File: config.mk
export PLATFORM = sky130hd
export DESIGN_NAME = seq_mult18_flat
export DESIGN_NICKNAME = d
export VERILOG_FILES = /design/src/rtl/seq_mult18_pkg.sv /design/src/rtl/seq_mult18_if.sv /design/src/rtl/seq_mult18.sv /design/src/flat_wrapper.sv
export SDC_FILE = /design/constraint.sdc
export NUM_CORES = 1
export LEC_CHECK = 0
export BUFFER_PORTS_ARGS = -buffer_cell sky130_fd_sc_hd__buf_2
export CAP_MARGIN = 10
export CORE_MARGIN = 1.5
export CORE_UTILIZATION = 50
export DETAILED_ROUTE_END_ITERATION = 8
export PLACE_DENSITY_LB_ADDON = 0.3
export SYNTH_ARGS = -nofsm -noshare
export SYNTH_HDL_FRONTEND = slang
export SYNTH_SLANG_ARGS = --single-unit
File: constraint.sdc
create_clock -name CLK -period 4.6 [get_ports CLK]
set_input_delay 0.23 -clock CLK [delete_from_list [all_inputs] [get_ports CLK]]
set_output_delay 0.23 -clock CLK [all_outputs]
set_load 0.005 [all_outputs]
File: src/rtl/seq_mult18_pkg.sv
// Shared definitions for the seq_mult18 multiplier and its initiators.
// Holds the controller state encoding and the operand conventions.
package seq_mult18_pkg;

    // Default operand width and bit-counter width (2**CNT_W must exceed WIDTH).
    localparam int WIDTH_DEF = 18;
    localparam int CNT_W_DEF = 5;

    // Fixed-point 1.0 in the logistic datapath (two integer bits, 16 fraction bits).
    localparam logic [WIDTH_DEF-1:0] FIX_ONE = 18'h1_0000;

    // Controller states.
    typedef enum logic [1:0] {
        ST_IDLE = 2'd0,
        ST_RUN  = 2'd1,
        ST_HOLD = 2'd2
    } mult_state_e;

endpackage

File: src/rtl/seq_mult18_if.sv
// calc_start/done multiply handshake between a function unit
// (master, the initiator) and the shared multiplier (slave, the responder).
interface seq_mult18_if #(
    parameter int WIDTH = seq_mult18_pkg::WIDTH_DEF
);
    logic               calc_start;
    logic [WIDTH-1:0]   dataa;
    logic [WIDTH-1:0]   datab;
    logic [2*WIDTH-1:0] result;
    logic               done;
    logic               busy;

    modport master (
        output calc_start,
        output dataa,
        output datab,
        input  result,
        input  done,
        input  busy
    );

    modport slave (
        input  calc_start,
        input  dataa,
        input  datab,
        output result,
        output done,
        output busy
    );
endinterface

File: src/rtl/seq_mult18.sv
// Sequential radix-2 shift-add unsigned multiplier, one product bit per clock.
// Level handshake: calc_start high requests, done high holds the result until release.
module seq_mult18
    import seq_mult18_pkg::*;
#(
    parameter int WIDTH = WIDTH_DEF,
    parameter int CNT_W = CNT_W_DEF
) (
    input  logic       CLK,
    input  logic       RST,
    seq_mult18_if.slave bus
);

    localparam int RW = 2 * WIDTH;
    localparam logic [CNT_W-1:0] LAST = CNT_W'(WIDTH - 1);

    mult_state_e      state_q, state_d;
    logic [RW-1:0]    mcand_q, mcand_d;
    logic [WIDTH-1:0] mplier_q, mplier_d;
    logic [RW-1:0]    acc_q, acc_d;
    logic [CNT_W-1:0] cnt_q, cnt_d;
    logic [RW-1:0]    result_q, result_d;
    logic             done_q, done_d;
    logic             busy_q, busy_d;
    logic [RW-1:0]    sum;

    // State and datapath registers; reset clears everything at once, mid-operation too.
    always_ff @(posedge CLK or posedge RST) begin
        if (RST) begin
            state_q  <= ST_IDLE;
            mcand_q  <= '0;
            mplier_q <= '0;
            acc_q    <= '0;
            cnt_q    <= '0;
            result_q <= '0;
            done_q   <= 1'b0;
            busy_q   <= 1'b0;
        end else begin
            state_q  <= state_d;
            mcand_q  <= mcand_d;
            mplier_q <= mplier_d;
            acc_q    <= acc_d;
            cnt_q    <= cnt_d;
            result_q <= result_d;
            done_q   <= done_d;
            busy_q   <= busy_d;
        end
    end

    // Controller and shift-add step; the final add feeds result directly.
    always_comb begin
        state_d  = state_q;
        mcand_d  = mcand_q;
        mplier_d = mplier_q;
        acc_d    = acc_q;
        cnt_d    = cnt_q;
        result_d = result_q;
        done_d   = done_q;
        busy_d   = busy_q;
        sum      = acc_q + (mplier_q[0] ? mcand_q : '0);

        unique case (state_q)
            ST_IDLE: begin
                done_d = 1'b0;
                busy_d = 1'b0;
                if (bus.calc_start) begin
                    mcand_d  = {{WIDTH{1'b0}}, bus.dataa};
                    mplier_d = bus.datab;
                    acc_d    = '0;
                    cnt_d    = '0;
                    busy_d   = 1'b1;
                    state_d  = ST_RUN;
                end
            end
            ST_RUN: begin
                if (!bus.calc_start) begin
                    // Abort: drop the partial product, keep the old result.
                    busy_d  = 1'b0;
                    done_d  = 1'b0;
                    state_d = ST_IDLE;
                end else begin
                    acc_d    = sum;
                    mcand_d  = mcand_q << 1;
                    mplier_d = mplier_q >> 1;
                    cnt_d    = cnt_q + CNT_W'(1);
                    if (cnt_q == LAST) begin
                        result_d = sum;
                        done_d   = 1'b1;
                        busy_d   = 1'b0;
                        state_d  = ST_HOLD;
                    end
                end
            end
            ST_HOLD: begin
                if (!bus.calc_start) begin
                    done_d  = 1'b0;
                    state_d = ST_IDLE;
                end
            end
            default: begin
                state_d = ST_IDLE;
                done_d  = 1'b0;
                busy_d  = 1'b0;
            end
        endcase
    end

    assign bus.result = result_q;
    assign bus.done   = done_q;
    assign bus.busy   = busy_q;

endmodule

File: src/flat_wrapper.sv
// flat-port wrapper written by rule: the top's interface ports become plain ports
module seq_mult18_flat import seq_mult18_pkg::*;
#(
    parameter int WIDTH = WIDTH_DEF,
    parameter int CNT_W = CNT_W_DEF
)
  (CLK, RST, bus_calc_start, bus_dataa, bus_datab, bus_result, bus_done, bus_busy);
  seq_mult18_if #(.WIDTH(WIDTH)) bus_i ();
  input  logic CLK;
  input  logic RST;
  input wire logic [$bits(bus_i.calc_start)-1:0] bus_calc_start;
  input wire logic [$bits(bus_i.dataa)-1:0] bus_dataa;
  input wire logic [$bits(bus_i.datab)-1:0] bus_datab;
  output wire logic [$bits(bus_i.result)-1:0] bus_result;
  output wire logic [$bits(bus_i.done)-1:0] bus_done;
  output wire logic [$bits(bus_i.busy)-1:0] bus_busy;
  assign bus_i.calc_start = bus_calc_start;
  assign bus_i.dataa = bus_dataa;
  assign bus_i.datab = bus_datab;
  assign bus_result = bus_i.result;
  assign bus_done = bus_i.done;
  assign bus_busy = bus_i.busy;
  seq_mult18 #(.WIDTH(WIDTH), .CNT_W(CNT_W)) u_core (.CLK(CLK), .RST(RST), .bus(bus_i));
endmodule
# Word level (Yosys, flattened, before mapping)
# Cells that the tools add are included.
# op_classes
reduce_logical	7
eq_ne	7
n_mux	26
bitwise_logic	1
addsub	2
# ops
operator	n
36-bit two-way mux	5
36-bit case mux with 2 select lines	2
36-bit adder	1
18-bit two-way mux	2
18-bit case mux with 2 select lines	1
5-bit two-way mux	2
5-bit case mux with 2 select lines	1
3-bit AND reduction	3
2-bit two-way mux	4
1-bit two-way mux	6
2-bit inequality test, second input constant	3
2-bit case mux with 3 select lines	1
5-bit by 1-bit adder with 5-bit output, second input constant	1
5-bit equality test, second input constant	1
2-bit AND reduction	2
3-bit by 2-bit inequality test with 1-bit output, second input constant	1
1-bit case mux with 3 select lines	1
2-bit by 1-bit equality test with 1-bit output, second input constant	1
2-bit equality test, second input constant	1
2-bit logical NOT	1
1-bit case mux with 2 select lines	1
2-bit nonzero test	1
1-bit NOT	1
# word_totals
regBits	135
input_bits	39
output_inout_bits	38

# Longest topological paths before layout
# Gate-level depths: netlist of the first run.
# logic_depth
ltp_word	4
ltp_mapped	13

# Least setup slack after synthesis of the first run
# Ideal clock, no wire load.
# synth_timing
path_type	register to register
startpoint	register u_core.mplier_q[0]
endpoint	register u_core.result_q[26], in the netlist u_core.bus.result[26]
arrival_time_ps	2933
setup_slack_ps	1543
period_less_slack_ps	3057
t_required_ps	4475
path_stages_with_launch	13
cell_sequence	dfrtp_1 -> clkbuf_1 -> and2_1 -> ha_1 -> fa_1 -> a21o_1 -> a31oi_2 -> nor4b_2 -> a211o_2 -> a211oi_4 -> o21bai_2 -> xor2_1 -> mux2_2
# synth_via
elab_chain_cells	2
# synth_lines
element	line	rtl
from (decl)	seq_mult18.sv:19	logic [WIDTH-1:0] mplier_q, mplier_d;
from (signal assigned)	seq_mult18.sv:41	mplier_q <= mplier_d;
36-bit two-way mux	seq_mult18.sv:60	sum = acc_q + (mplier_q[0] ? mcand_q : '0);
36-bit adder	seq_mult18.sv:60	
to (signal assigned)	seq_mult18.sv:44	result_q <= result_d;
to (decl)	seq_mult18.sv:22	logic [RW-1:0] result_q, result_d;
# No other way between the ends.
# A chain may end at the register's enable or synchronous reset.

# Worst setup path in the final report of the first run
# layout_timing
startpoint	register u_core.mplier_q[0]
endpoint	register u_core.result_q[28], in the netlist u_core.bus.result[28]
# The elaborated chain is that of the path after synthesis.

==> results of run 1 <==
## flip-flops by register name, summed over array words and instances (netlist names)
name	flops
u_core.acc_q	36
u_core.bus.busy	1
u_core.bus.done	1
u_core.bus.result	36
u_core.cnt_q	5
u_core.mcand_q	36
u_core.mplier_q	18
u_core.state_q	2
## per-stage QoR
stage	hold WS [ns]	setup slack [ns]	area [µm²]	utilization, %
floorplan	0.3586	0.7589	7669	-
global placement	0.4556	1.165	8144	53.97
detailed placement	0.4662	1.115	8144	53.97
CTS	0.02720	1.086	8713	57.74
global route	0.06010	0.8029	8713	57.74
finish	-0.03332	1.060	8713	57.74
## how the worst max path moves through the flow
stage          depth (start not counted)               endpoint          startpoint
2_1_floorplan                          1        u_core.acc_q[0]                 RST
3_3_place_gp                          11  u_core.bus.result[26]  u_core.mplier_q[0]
3_5_place_dp                          11  u_core.bus.result[26]  u_core.mplier_q[0]
4_1_cts                               11  u_core.bus.result[28]  u_core.mplier_q[0]
5_1_grt                               11  u_core.bus.result[28]  u_core.mplier_q[0]
6_report                              11  u_core.bus.result[28]  u_core.mplier_q[0]
## worst max-delay path, cell delays in order (launching register included)
cell and delay, ns:
dfrtp_1 0.57, and2_1 0.26, ha_1 0.22, fa_1 0.42, a21o_1 0.21, a31oi_2 0.30
nor4b_2 0.10, a211o_2 0.37, a211oi_4 0.39, o21ai_0 0.18, xnor2_1 0.20, o21ai_0 0.12
## where the power goes
group | total [mW] | internal, mW | switching, mW
Sequential | 1.43 | 1.33 | 0.100
Combinational | 0.596 | 0.258 | 0.338
Clock | 1.30 | 0.782 | 0.521
## logic make-up (layout without fill, tap and decap cells)
logic type	Yosys count	in the layout	synth area share, %
fa+ha+maj	38	38	6.298
flops	135	135	44.05
buf+inv	58	125	3.198
compound gates	202	202	17.91
mux	66	66	9.121
simple gates	256	256	15.53
xor+xnor	34	34	3.883
## cell usage after synthesis (11+ instances only)
| cell type | number |
|---|---|
| dfrtp_1 | 135 |
| nand2_1 | 130 |
| o21ai_0 | 65 |
| and2_1 | 42 |
| ha_1 | 37 |
| mux2i_1 | 35 |
| clkbuf_1 | 34 |
| a21oi_1 | 32 |
| mux2_2 | 31 |
| nand3_1 | 31 |
| a22o_1 | 22 |
| xnor2_1 | 22 |
| nor2_1 | 21 |
| a21o_1 | 18 |
| xor2_1 | 12 |
| nor3_1 | 11 |
## layer usage
| metal | track usage, % | vias to the layer above |
|---|---|---|
| met5 | 0 | - |
| li1 | - | 2915 |
| met2 | 32.74 | 141 |
| met1 | 32.86 | 2779 |
| met3 | 4.808 | 27 |
| met4 | 8.222 | 0 |
## final cells by class
class,count,area (µm²)
clock buffer,20,466.7
clock inverter,12,102.6
fill,1348,6376
inverter,11,46.29
multi-input combinational,596,4058
sequential,135,3379
tap,188,235.2
timing repair buffer,82,425.4
==> run_results.csv, run 1 <==
group,metric,value,unit
clock_tree,insertion_delay,0.43,ns
routing,num_vias,5862,
hold_path,hold_path_class,"primary input to asynchronous set/reset pin",
yosys,ys_ff_latch,135,
placement,gp_congestion,0.8841,
yosys,syn-instance-count,789,
sta,hold_viol_final,23,
sta,fin_setup_tns,0,ns
final_layout,diodes,0,
routing,viasPerCell,5.615,
outcome,status,"complete, but fails checks",
placement,dp.cells,1012,
clock_tree,cts_buffer_depth,2,
yosys,mappedNetlistArea,0.007669,mm²
global_route,grt_start_max_net_pins,97,
floorplan,dieArea,0.01609,mm²
worst_setup_path,reg2reg_slack,1.06,ns
floorplan,die_x,126.8,µm
global_route,antenna_found_initial,0,
run,drv_cap,0,
pwr,p_leak,4.461,nW
routing,wl_met1,8662,µm
pwr,vdd_drop_max,0.0002935,V
worst_setup_path,cp_max_fo,19,
worst_setup_path,reg2reg_to,"u_core.bus.result[28]",
sta,finClkSkew,0.008080,ns
final_layout,drive_gt1_share,19.74,%
routing,first_pass_iters,5,
floorplan,ios,77,
placement,port_buffers,76,
yosys,yosysTopAreaCell,"dfrtp_1",
sta,final_max_slew_viol_count,0,
sta,relSlewSlack,30.02,%
clock_tree,ctsHtreeMaxLevel,4,
yosys,netlist.area_leader.share,44.05,%
final_layout,layoutNonFillerInstCount,1044,
routing,wirelength,16940,µm
yosys,yosysSeqAreaShare,44.05,%
sta,finalCritPeriodShare,76.96,%
global_route,grt_pass1_wl,28600,µm
yosys,synth_flop_cell,"dfrtp_1",
clock_tree,path_clk_slew,0.06,ns
floorplan,core,0.01509,mm²
yosys,synth_fp_nets,866,
sta,tightest_slew,1.046,ns
worst_setup_path,cp-start-kind,"register",
clock_tree,cts_root_buffer,"clkbuf_16",
sta,finalSetupViolCount,0,
sta,min_period,3.540,ns
routing,maxUsedRoutingLayer,"met4",
sta,hold_ws,-0.03332,ns
floorplan,die_height,126.8,µm
final_layout,area_growth,13.62,%
yosys,synth_edf_count,0,
routing,wire_per_inst,16.23,µm
worst_setup_path,rr_startpoint,"u_core.mplier_q[0]",
global_route,first_global_vias,5663,
global_route,grt.overflow.total,0,
yosys,async_flop_share,100.0,%
yosys,yosysUniqueCellTypes,63,
final_layout,final_common_cell,"dfrtp_1",
yosys,yosys-top-cells-area,"dfrtp_1 (44%), nand2_1 (6.4%), ha_1 (6.0%), mux2i_1 (4.6%), mux2_2 (4.6%)",
clock_tree,cts_resized,0,
floorplan,initial_core_util,50.82,%
final_layout,fin_nets,920,
floorplan,row_count,45,
pwr,power,3.332,mW
clock_tree,cts.sinks,135,
yosys,syn_area_per_cell,9.719,µm²
yosys,ys_warn_count,0,
worst_setup_path,cp.arrival,3.79,ns
sta,timing.fmax,0.2825,GHz
final_layout,final_cell_mix,"dfrtp_1 (134), nand2_1 (129), buf_2 (76), o21ai_0 (65), and2_1 (42)",
clock_tree,cts_setup_buffers,0,
placement,dp_hpwl,11400,µm
sta,grt_setup_unrepaired,"no",
outcome,violations,"hold timing",
worst_setup_path,r2r_cells,11,
routing,ant_nets,0,
clock_tree,cts_inserted_buffers,17,
routing,drtIter0Drc,333,
global_route,grt_usage,22.42,%
routing,wl_met2,7192,µm
worst_setup_path,critical_path_class,"register to register",
clock_tree,cts_tree,"done",
routing,route.met3.wl,784,µm
worst_setup_path,crit_required,4.85,ns
routing,drc,0,
clock_tree,hold_buffers,0,
worst_setup_path,critPathCaptureType,"register",
pwr,power.density,382.4,mW/mm²
No activity file was read; power rests on OpenSTA's default activity.
==> run 2, diff against run 1 <==
--- a/config.mk
+++ b/config.mk
@@ -5,6 +5,7 @@
 export SDC_FILE = /design/constraint.sdc
 export NUM_CORES = 1
 export LEC_CHECK = 0
+export ABC_AREA = 1
 export BUFFER_PORTS_ARGS = -buffer_cell sky130_fd_sc_hd__buf_2
 export CAP_MARGIN = 10
 export CORE_MARGIN = 1.5
==> constraint.sdc (replaced) <==
create_clock -name CLK -period 3.45 [get_ports CLK]
set_input_delay 0.1725 -clock CLK [delete_from_list [all_inputs] [get_ports CLK]]
set_output_delay 0.1725 -clock CLK [all_outputs]
set_load 0.005 [all_outputs]
==> run 2 against run 1 <==
Hold slack improved by 0.12 ns; the flow now finishes without violations; first-iteration DRC count increased by 83%; critical endpoint is now u_core.bus.result[14]; worst setup slack got worse by 0.31 ns.
==> run_results.csv, run 2 <==
group,metric,value,unit
worst_setup_path,slowest_stage,"inv_2",
sta,final_max_slew_viol_count,0,
floorplan,row_count,46,
yosys,netlist.area_leader.share,42.30,%
global_route,antenna_found_initial,0,
placement,port_buffers,76,
final_layout,final_common_cell,"nand2_1",
pwr,sw_frac_of_total,35.92,%
pwr,p_switching,1.995,mW
yosys,synth_edf_count,0,
final_layout,n_fill_cell,1511,
routing,maxUsedRoutingLayer,"met4",
clock_tree,cts_setup_buffers,0,
yosys,synth_commonest_cells,"nand2_1 (340), inv_1 (189), dfrtp_1 (135), nand3_1 (67), nor2_1 (63)",
yosys,ys_ff_latch,135,
floorplan,ios,77,
routing,wirelength,19480,µm
final_layout,fin_nets,1242,
worst_setup_path,rr_startpoint,"u_core.state_q[1]",
outcome,status,"complete, no violations",
sta,finalSetupViolCount,0,
placement,dp_hpwl,14170,µm
worst_setup_path,critical_path_class,"register to register",
sta,tightest_slew,1.052,ns
yosys,syn-instance-count,1095,
placement,dp.cells,1359,
final_layout,postLayoutCellArea,0.009189,mm²
pwr,p_int,3.559,mW
clock_tree,cts_inserted_buffers,17,
placement,gp_congestion,0.9421,
clock_tree,path_clk_slew,0.06,ns
routing,ant_nets,0,
final_layout,seq_area,0.003378,mm²
sta,hold_viol_final,0,
global_route,first_global_vias,6766,
floorplan,core,0.01577,mm²
final_layout,area_growth,15.06,%
hold_path,hold_path_class,"primary input to register",
final_layout,drive_gt1_share,10.61,%
floorplan,die_x,129.4,µm
pwr,vdd_drop_max,0.0003739,V
pwr,p_leak,5.194,nW
clock_tree,cts_buffer_depth,2,
global_route,grt_usage,25.18,%
final_layout,utilization,58.27,%
clock_tree,cts.sinks,135,
worst_setup_path,cp-start-kind,"register",
pwr,pwr-share-seq,34.9,%
worst_setup_path,cp.arrival,2.96,ns
final_layout,multiInputGateArea,0.003730,mm²
yosys,syn_area_per_cell,7.294,µm²
sta,timing.fmax,0.3707,GHz
worst_setup_path,cp_num_buf_inv,5,
yosys,yosysMostFrequentCell,"nand2_1",
clock_tree,cts_root_buffer,"clkbuf_16",
yosys,async_flop_share,100.0,%
yosys,ys_warn_count,0,
worst_setup_path,critPathCaptureType,"register",
worst_setup_path,cp-startpoint,"u_core.state_q[1]",
worst_setup_path,crit_top_cell,"inv_2",
yosys,yosysUniqueCellTypes,32,
floorplan,die_height,129.4,µm
pwr,power.density,604.4,mW/mm²
clock_tree,ctsHtreeMaxLevel,4,
routing,num_vias,7088,
final_layout,diodes,0,
clock_tree,cts_tree,"done",
routing,drtIter0Drc,611,
worst_setup_path,cp_max_fo,55,
yosys,yosysTopAreaCell,"dfrtp_1",
floorplan,initial_core_util,50.64,%
routing,wl_met1,9848,µm
worst_setup_path,crit_required,3.71,ns
routing,route.met3.wl,1102,µm
routing,wl_met2,8215,µm
pwr,p_comb_share,31.5,%
routing,drc,0,
worst_setup_path,cp_cell_sequence,"nor2_4 -> buf_4 -> inv_2 -> nor2_4 -> inv_2 -> nor2_2 -> buf_4 -> inv_2 -> o21ai_0",
placement,placed_cell_area,0.008556,mm²
yosys,yosys-top-cells-area,"dfrtp_1 (42%), nand2_1 (16%), inv_1 (8.9%), ha_1 (5.8%), nand3_1 (4.2%)",
floorplan,dieArea,0.01674,mm²
sta,fin_setup_tns,0,ns
final_layout,layoutNonFillerInstCount,1394,
hold_path,min-delay-start,"bus_datab[0]",
worst_setup_path,cpPeakStageDelay,0.67,ns
yosys,synth_fp_nets,1172,
yosys,synth_flop_cell,"dfrtp_1",
worst_setup_path,crit_family,"buffers and inverters",
clock_tree,insertion_delay,0.43,ns
routing,wire_per_inst,13.97,µm
final_layout,final_cell_mix,"nand2_1 (340), inv_1 (188), dfrtp_1 (135), buf_2 (76), nand3_1 (67)",
sta,min_period,2.698,ns
global_route,grt.overflow.total,0,
yosys,mappedNetlistArea,0.007986,mm²
routing,first_pass_iters,5,
yosys,yosysSeqAreaShare,42.30,%
sta,finalCritPeriodShare,78.20,%
sta,grt_setup_unrepaired,"no",
sta,relSlewSlack,29.85,%
global_route,grt_start_max_net_pins,107,
pwr,clkPwrFrac,33.6,%
routing,viasPerCell,5.085,
global_route,grt_pass1_wl,32850,µm
run,drv_cap,0,
sta,finClkSkew,0.01405,ns
-- run 2: layout make-up --
class,count,area share [%]
clock buffer,18,4.670
clock inverter,14,1.893
inverter,192,7.884
multi-input combinational,732,40.59
sequential,135,36.76
tap,216,2.941
timing repair buffer,87,5.256
-- run 2: power groups by stage --
stage / logic, mW / clock network [mW] / registers (mW)
4_1_cts: 1.74 / 1.90 / 1.93
6_report: 1.75 / 1.87 / 1.94
5_1_grt: 1.97 / 1.98 / 1.96
2_1_floorplan: 1.32 / 0 / 1.92
3_3_place_gp: 1.70 / 0 / 1.95
3_5_place_dp: 1.73 / 0 / 1.96
-- run 2: metrics by stage --
stage | power, mW | hold WS [ns] | worst slack, ns
after floorplan | 3.235 | 0.2935 | 1.239
after global placement | 3.653 | 0.3884 | 0.8278
after detailed placement | 3.682 | 0.3893 | 0.7416
after CTS | 5.576 | 0.07789 | 0.7211
after global routing | 5.915 | 0.09548 | 0.4674
final | 5.554 | 0.08538 | 0.7522
-- run 2: timing repair --
item                                    CTS  global route
endpoints found under the setup margin    0             0
endpoints found under the hold margin    40             0
gates resized for setup                   0             0
hold buffers                              3             0
-- run 2: cell families after synthesis --
| group | after synthesis | synth area share (%) |
|---|---|---|
| muxes | 1 | 0.1253 |
| AOI/OAI and AO/OA | 151 | 11.53 |
| DFF | 135 | 42.30 |
| and+or+nand+nor | 523 | 26.88 |
| adders and majority gates | 38 | 6.047 |
| xor gates and xnor gates | 19 | 2.084 |
| buffers and inverters | 228 | 11.03 |
-- run 2: routing by layer --
metal	global-route usage, %	vias up
met4	7.931	0
li1	-	3648
met2	36.80	203
met3	4.789	24
met5	0	-
met1	37.71	3213
-- run 2: worst register-to-register path, delay by kind of cell, from the launching register on --
family                 cells  cell delay (ns)
and+or+nand+nor            3             0.15
DFF                        1             0.43
buffers and inverters      5             1.72
AOI/OAI and AO/OA          1             0.24
-- run 2: path summary, 6_finish.rpt --
kind                                          to  slack (ns)  cells past startpoint
min in group asynchronous    u_core.mplier_q[12]        0.46                      3
setup / recovery           u_core.bus.result[14]        0.75                      9
hold reg to reg            u_core.bus.result[27]        0.47                      2
setup reg to reg           u_core.bus.result[14]        0.75                      9
max in group asynchronous  u_core.bus.result[31]        2.08                      4
hold / removal                u_core.mplier_q[0]        0.09                      3
